**src/rtl/muldiv_pkg.sv**
```systemverilog
// Shared definitions for the HI/LO multiply/divide sequencer.
//   - state_t    : FSM state encoding (3 bits, IDLE..DIV0)
//   - DEF_WIDTH  : default operand width / iteration count
//   - DEF_CNT_W  : default step counter width (2**CNT_W > WIDTH)
//   - OP_MULT/OP_DIV : op_div encoding
package muldiv_pkg;

    localparam int DEF_WIDTH = 32;
    localparam int DEF_CNT_W = 6;

    localparam logic OP_MULT = 1'b0;
    localparam logic OP_DIV  = 1'b1;

    typedef enum logic [2:0] {
        S_IDLE  = 3'd0,
        S_LOAD  = 3'd1,
        S_ITER  = 3'd2,
        S_FIXUP = 3'd3,
        S_DONE  = 3'd4,
        S_DIV0  = 3'd5
    } state_t;

endpackage

```
**src/rtl/muldiv_step_cnt.sv**
```systemverilog
// Loadable down-counter with zero flag, paces the ITER state.
// Ports:
//   clk   in  clock, rising edge
//   reset in  asynchronous active-low reset
//   clr   in  synchronous clear (abort path), highest priority
//   ld    in  load LOAD_VAL
//   dec   in  decrement (saturates at zero)
//   zero  out count is zero
module muldiv_step_cnt #(
    parameter int CNT_W    = 6,
    parameter int LOAD_VAL = 31
) (
    input  logic clk,
    input  logic reset,
    input  logic clr,
    input  logic ld,
    input  logic dec,
    output logic zero
);

    logic [CNT_W-1:0] cnt;

    always_ff @(posedge clk or negedge reset) begin
        if (!reset) begin
            cnt <= '0;
        end else if (clr) begin
            cnt <= '0;
        end else if (ld) begin
            cnt <= CNT_W'(LOAD_VAL);
        end else if (dec && (cnt != '0)) begin
            cnt <= cnt - 1'b1;
        end
    end

    assign zero = (cnt == '0);

endmodule

```
**src/rtl/muldiv_seq.sv**
```systemverilog
// Sequencer for the iterative multiply/divide datapath writing HI/LO.
// Takes a one-cycle start pulse from the main control FSM, walks the
// datapath through LOAD, WIDTH ITER steps, sign FIXUP and the HI/LO write,
// and returns multStop/divStop and the divide-by-zero exception pulse.
// Optional feature macro: MULDIV_EARLY_EXIT_EN (MULT leaves ITER as soon
// as early_done reports the remaining multiplier bits are zero).
// Ports:
//   clk, reset (async active-low)
//   mult_start, div_start  start pulses, honoured only in IDLE
//   flush                  synchronous abort, beats every transition
//   divisor_zero, a_sign, b_sign  sampled on the accepted start cycle
//   early_done             multiplier residual is zero
//   load, step, op_div, negate_lo, negate_hi, hilo_write  datapath controls
//   busy, multStop, divStop, div0_exc                     status to control
// All outputs are registered: each transition sets the outputs that belong
// to the state being entered.
module muldiv_seq import muldiv_pkg::*; #(
    parameter int WIDTH = DEF_WIDTH,
    parameter int CNT_W = DEF_CNT_W
) (
    input  logic clk,
    input  logic reset,
    input  logic mult_start,
    input  logic div_start,
    input  logic flush,
    input  logic divisor_zero,
    input  logic a_sign,
    input  logic b_sign,
    input  logic early_done,
    output logic load,
    output logic step,
    output logic op_div,
    output logic negate_lo,
    output logic negate_hi,
    output logic hilo_write,
    output logic busy,
    output logic multStop,
    output logic divStop,
    output logic div0_exc
);

    state_t state;
    logic   a_sg, b_sg;
    logic   cnt_zero;
    logic   early;

    muldiv_step_cnt #(
        .CNT_W    (CNT_W),
        .LOAD_VAL (WIDTH - 1)
    ) u_cnt (
        .clk   (clk),
        .reset (reset),
        .clr   (flush),
        .ld    (state == S_LOAD),
        .dec   (state == S_ITER),
        .zero  (cnt_zero)
    );

`ifdef MULDIV_EARLY_EXIT_EN
    assign early = early_done && (op_div == OP_MULT);
`else
    logic unused_early;
    assign unused_early = early_done;
    assign early        = 1'b0;
`endif

    always_ff @(posedge clk or negedge reset) begin
        if (!reset) begin
            state      <= S_IDLE;
            a_sg       <= 1'b0;
            b_sg       <= 1'b0;
            op_div     <= OP_MULT;
            load       <= 1'b0;
            step       <= 1'b0;
            negate_lo  <= 1'b0;
            negate_hi  <= 1'b0;
            hilo_write <= 1'b0;
            busy       <= 1'b0;
            multStop   <= 1'b0;
            divStop    <= 1'b0;
            div0_exc   <= 1'b0;
        end else begin
            // single-cycle controls default low; the branch below re-asserts
            load       <= 1'b0;
            step       <= 1'b0;
            negate_lo  <= 1'b0;
            negate_hi  <= 1'b0;
            hilo_write <= 1'b0;
            multStop   <= 1'b0;
            divStop    <= 1'b0;
            div0_exc   <= 1'b0;
            if (flush) begin
                state <= S_IDLE;
                busy  <= 1'b0;
            end else begin
                case (state)
                    S_IDLE: begin
                        // mult wins when both starts coincide
                        if (mult_start) begin
                            state  <= S_LOAD;
                            op_div <= OP_MULT;
                            a_sg   <= a_sign;
                            b_sg   <= b_sign;
                            load   <= 1'b1;
                            busy   <= 1'b1;
                        end else if (div_start) begin
                            op_div <= OP_DIV;
                            a_sg   <= a_sign;
                            b_sg   <= b_sign;
                            busy   <= 1'b1;
                            if (divisor_zero) begin
                                state    <= S_DIV0;
                                div0_exc <= 1'b1;
                                divStop  <= 1'b1;
                            end else begin
                                state <= S_LOAD;
                                load  <= 1'b1;
                            end
                        end
                    end
                    S_LOAD: begin
                        state <= S_ITER;
                        step  <= 1'b1;
                    end
                    S_ITER: begin
                        if (cnt_zero || early) begin
                            state     <= S_FIXUP;
                            negate_lo <= a_sg ^ b_sg;
                            // remainder takes the dividend's sign
                            negate_hi <= (op_div == OP_DIV) ? a_sg : (a_sg ^ b_sg);
                        end else begin
                            step <= 1'b1;
                        end
                    end
                    S_FIXUP: begin
                        state      <= S_DONE;
                        hilo_write <= 1'b1;
                        if (op_div == OP_DIV) divStop  <= 1'b1;
                        else                  multStop <= 1'b1;
                    end
                    S_DONE: begin
                        state <= S_IDLE;
                        busy  <= 1'b0;
                    end
                    S_DIV0: begin
                        state <= S_IDLE;
                        busy  <= 1'b0;
                    end
                    default: begin
                        state <= S_IDLE;
                        busy  <= 1'b0;
                    end
                endcase
            end
        end
    end

endmodule

```
**config.mk**
```make
export PLATFORM = sky130hd
export DESIGN_NAME = muldiv_seq
export DESIGN_NICKNAME = d
export VERILOG_FILES = /design/src/rtl/muldiv_pkg.sv /design/src/rtl/muldiv_step_cnt.sv /design/src/rtl/muldiv_seq.sv
export SDC_FILE = /design/constraint.sdc
export NUM_CORES = 1
export LEC_CHECK = 0
export CORE_MARGIN = 1
export CORE_UTILIZATION = 50
export DETAILED_ROUTE_END_ITERATION = 6
export PLACE_DENSITY = 0.77
export SLEW_MARGIN = 20
export SYNTH_ARGS = -nofsm -noshare
export SYNTH_HDL_FRONTEND = slang
export SYNTH_HIERARCHICAL = 1
export SYNTH_SLANG_ARGS = --single-unit
```
**constraint.sdc**
```tcl
create_clock -name clk -period 2.4 [get_ports clk]
set_clock_uncertainty 0.1 [all_clocks]
set_input_delay 0.72 -clock clk [delete_from_list [all_inputs] [get_ports clk]]
set_output_delay 0.72 -clock clk [all_outputs]
set_load 0.01 [all_outputs]
```
; After elaboration in Yosys (flattened, before gate mapping)
; Cells that the tools add are included.
[op_classes]
n_addsub = 1
n_div = 0
bitwise = 2
mul = 0
n_eq_ne = 6
n_lt_le_gt_ge = 0
n_reduce_logical = 10
shift = 0
n_mux = 46
[ops]
columns = cell, count
row1 = 1-bit two-way mux, 34
row2 = 6-bit two-way mux, 3
row3 = 3-bit two-way mux, 5
row4 = 3-bit one-hot mux with 4 select lines, 1
row5 = "3-bit by 2-bit equality test with 1-bit output, second input constant", 2
row6 = 6-bit zero test, 1
row7 = 1-bit one-hot mux with 2 select lines, 3
row8 = 6-bit nonzero test, 1
row9 = "6-bit by 1-bit subtractor with 6-bit output, second input constant", 1
row10 = "4-bit inequality test, second input constant", 1
row11 = 2-bit AND reduction, 2
row12 = "3-bit by 1-bit equality test with 1-bit output, second input constant", 1
row13 = 3-bit zero test, 1
row14 = "3-bit inequality test, second input constant", 1
row15 = 3-bit AND reduction, 1
row16 = 3-bit nonzero test, 1
row17 = 3-bit OR reduction, 1
row18 = "2-bit by 1-bit inequality test with 1-bit output, second input constant", 1
row19 = 2-bit nonzero test, 1
row20 = 1-bit logical AND, 1
row21 = 1-bit inverter, 1
row22 = 1-bit bitwise XOR, 1
[totals]
input_bits = 9
mem_bits_ro = 0
reg_bits = 21
elab_cells = 79
mem_bits_rw = 0
memories = 0
latchBits = 0

; Longest topological paths before layout
[depth]
ltp_word = 5
mapped_depth = 7
depth_no_buf = 7

; Hierarchy
; Netlist, hierarchy kept.
[by_module_without_submodules]
columns = module, cells_each, instances, seq_area_each_um2, area_per_inst_um2
row1 = muldiv_seq, 52, 1, 375.4, 619.3
row2 = muldiv_step_cnt, 41, 1, 150.1, 386.6

; Least setup slack after synthesis
; OpenSTA, ideal clock, no wires.
[synth_path]
kind = input -> register
from = in flush
to = reg a_sg
required_ns = 2.175
path_slack_ns = 0.589
cell_stages = 3
setup_ns = 0.125
arrival_time_ns = 1.586
path_buffers = 0
cell_sequence = nor4_2 -> o21a_4 -> mux2_4
[synth_between]
elab_chain_cells = 2
[synth_lines]
columns = item, line_no
row1 = from (decl), muldiv_seq.sv:25  ; input logic flush,
row2 = 1-bit inverter (no line), n/a
row3 = 3-bit AND reduction (no line), n/a
row4 = to (signal assigned), muldiv_seq.sv:102  ; a_sg <= a_sign;
row5 = to (signal assigned), muldiv_seq.sv:108  ; a_sg <= a_sign;
row6 = to (decl), muldiv_seq.sv:43  ; logic a_sg, b_sg;
; No other way between the ends.
; A chain may end at the register's enable or synchronous reset.

; Worst setup path in the final report
[layout_path]
from = reg op_div
to = out op_div
[layout_rtl]
columns = item, line_no
row1 = from (decl), muldiv_seq.sv:32  ; output logic op_div,
row2 = from (signal assigned), muldiv_seq.sv:72  ; op_div <= OP_MULT;
row3 = from (signal assigned), muldiv_seq.sv:101  ; op_div <= OP_MULT;
row4 = from (signal assigned), muldiv_seq.sv:107  ; op_div <= OP_DIV;
; No word-level cell between the ends.

==> results.yml <==
critical_path:
  rrSetupSlack_ns: 0.42
  reg2reg_from: "u_cnt/cnt[0]$_DFFE_PN0P_"
  crit_family: "buffers and inverters"
  slowest_stage: "clkdlybuf4s50_1"
  cp-start-kind: "flip-flop"
  crit_path_end_kind: "output port"
  slowest_delay_ns: 0.56
  reg2reg_depth: 7
  reg2reg_to: "negate_lo$_DFF_PN0_"
  cp_max_fo: 5
  path_buf_inv: 1
  cp.arrival_ns: 1.28
  critical_path_class: "flip-flop to output port"
  cp.required_ns: 1.58
  path_cells: "clkdlybuf4s50_1"
pwr:
  ir_drop_mv: 0.568
  power_density_nw_per_um2: 780
  leakage_nw: 0.554
flow_run:
  cap_violations: 0
drt:
  drc: 0
  wl_um: 2060
  drt_iter0_markers: 14
  num_vias: 794
  ant_nets: 0
  drt_pass1_iterations: 4
  viasPerCell: 5.55
  wire_per_inst_um: 14.4
clocking:
  cts_tree: "built"
  root_buffer: "clkbuf_4"
  cts_resized: 0
  cts.sinks: 21
  cts_buffer_depth: 2
  htreeDepth: 1
  clk_latency_ns: 0.30
  cts_made_buffers: 3
  path_clk_slew_ns: 0.11
  postCtsSetupBuffers: 0
  hold_buffers: 0
grt:
  grt_pass1_vias: 707
  grt_max_degree: 22
  track_usage: 0.224
  grt_pass1_wl_um: 3340
  overflow: 0
  antenna_found_initial: 0
yosys:
  muxShareOfSynthArea: 0.0398
  synth_fp_nets: 104
  synth_edf_count: 0
  ys_seq_area_frac: 0.522
  synth_top_area_cell: "dfrtp_1"
  ys_types: 33
  yosys.area_share.adder: 0.0249
  syn-cell-area_um2: 1010
  syn_inst: 93
  postSynthAreaPerCell_um2: 10.8
  synth_top_area_share: 0.522
  synthFlopType: "dfrtp_1"
  synth-compound-area-share: 0.167
  ys_async_sr_fraction: 1.00
  synth-seq-cells: 21
  synth_xor_area_frac: 0.0174
  ys_top_cells_by_area: "dfrtp_1 52%, nor2_1 4.9%, a21oi_1 4.0%"
  synth-simple-area-share: 0.203
  yosys_warnings: 6
  synth_top_family_by_area: "simple AND/OR/NAND/NOR gates"
finish:
  fin_cells: 143
  nets: 130
  antenna_cells: 0
  drive_gt1_frac: 0.136
  design_area_um2: 1260
  fillers: 140
  multiInputGateArea_um2: 454
  ff_latch_area_um2: 526
  syn2layout_area_growth_pct: 25.4
timing:
  maxSlewViolCount: 0
  fin_crit_ns: 2.10
  min_period_over_period: 0.875
  max_freq_mhz: 476
  hold_violations: 0
  finalSetupViolCount: 0
  worst_slack_ns: 0.299
  rsz0062_at_grt: "false"
  tightest_slew_ns: 0.397
  maxSlewHeadroom: 0.734
  tns_ns: 0
die:
  fp.coreArea_um2: 1800
  start_util: 0.558
  die_h_um: 46.9
  fp.dieArea_um2: 2200
  num_io_pins: 19
  row_count: 15
  die_w_um: 46.9
placement:
  place_ws_ns: 0.133
  dpl_cell_area_um2: 1230
  dp_hpwl_um: 1550
  gp_congestion: 0.858
  dp_cells: 139
  port_buffers: 17
hold_path:
  worstHoldStart: "busy$_DFFE_PN0P_"
  hold_class: "flip-flop to flip-flop"
  hold_end: "busy$_DFFE_PN0P_"
  holdPathStages: 1
status:
  status: "completed"
[cell type report]
class | count | area share
Clock buffer | 3 | 0.0179
Clock inverter | 1 | 0.00397
Inverter | 4 | 0.0119
Multi-Input combinational cell | 67 | 0.360
Sequential cell | 21 | 0.417
Tap cell | 25 | 0.0248
Timing Repair Buffer | 22 | 0.165
[cells in the final DEF (no fill, tap or decap), drive strengths merged, types with 2 or more instances in the layout]
cell type      instances
a2111oi                2
a21oi                  8
buf                    5
clkbuf                 3
clkdlybuf4s50         17
dfrtp                 21
ha                     2
inv                    4
mux2                   2
nand2                  3
nand2b                 3
nand3                  2
nor2                  13
nor2b                  4
nor3                   4
o2111a                 2
o21a                   2
o21ai                  2
or3                    4
xnor2                  2
[flip-flops by register name (all words and copies together) (netlist names)]
register and flops:
state 3, negate_hi 1, div0_exc 1, busy 1, step 1, load 1, a_sg 1, op_div 1
divStop 1, b_sg 1, multStop 1, negate_lo 1, hilo_write 1, u_cnt/cnt 6
[cell families (layout without fill, tap and decap cells)]
kind of cell / after synthesis / count (layout)
mux: 3 / 3
buf+inv: 5 / 30
simple gates: 38 / 38
xor+xnor: 2 / 2
compound gates: 22 / 22
fa+ha+maj: 2 / 2
flops: 21 / 21
[layer usage]
layer / GRT usage / up-vias / part of all wire
met5: 0 / - / 0
met4: 0.0857 / 0 / 0.020
met3: 0.0346 / 4 / 0.028
met2: 0.353 / 24 / 0.48
met1: 0.314 / 380 / 0.47
li1: - / 386 / -
[power by group]
| group | internal [mW] | leakage (nW) | total, mW | switching [mW] |
|---|---|---|---|---|
| sequential | 0.408 | 0.278 | 0.471 | 0.0634 |
| combinational | 0.170 | 0.258 | 0.346 | 0.175 |
| clock | 0.0620 | 0.0177 | 0.167 | 0.105 |
[synthesized netlist by cell type (2+ instances only)]
cell	count
ha_1	2
inv_1	4
nor2_1	13
a21oi_1	8
nor3_1	4
nand2_1	3
xnor2_1	2
dfrtp_1	21
nor2b_1	4
mux2_4	2
nand3_1	2
o2111a_1	2
o21ai_0	2
or3_1	3
nand2b_1	3
[through the flow]
step                hold WS [ns]   util  total power [mW]
floorplan                  0.324      -             0.684
global route               0.444  0.700              1.04
detailed placement         0.391  0.685             0.817
finish                     0.414  0.700             0.984
CTS                        0.420  0.700             0.984
global placement           0.363  0.685             0.788
[worst register-to-register path: cells and delay by family, from the launching register on]
kind | cells | cell delay (ns)
flops | 1 | 0.45
buf+inv | 2 | 0.23
simple gates | 4 | 0.94
fa+ha+maj | 1 | 0.19
[worst max path at each step]
stage	startpoint	to	slack, ns	cells after the start
floorplan	flush	a_sg$_DFFE_PN0P_	0.59	3
global placement	flush	b_sg$_DFFE_PN0P_	0.15	4
detailed placement	flush	a_sg$_DFFE_PN0P_	0.13	4
CTS	op_div$_DFFE_PN0P_	op_div	0.28	1
global route	u_cnt/cnt[0]$_DFFE_PN0P_	negate_hi$_DFF_PN0_	0.24	7
finish	op_div$_DFFE_PN0P_	op_div	0.30	1
Power figures use the tool's default switching activity.
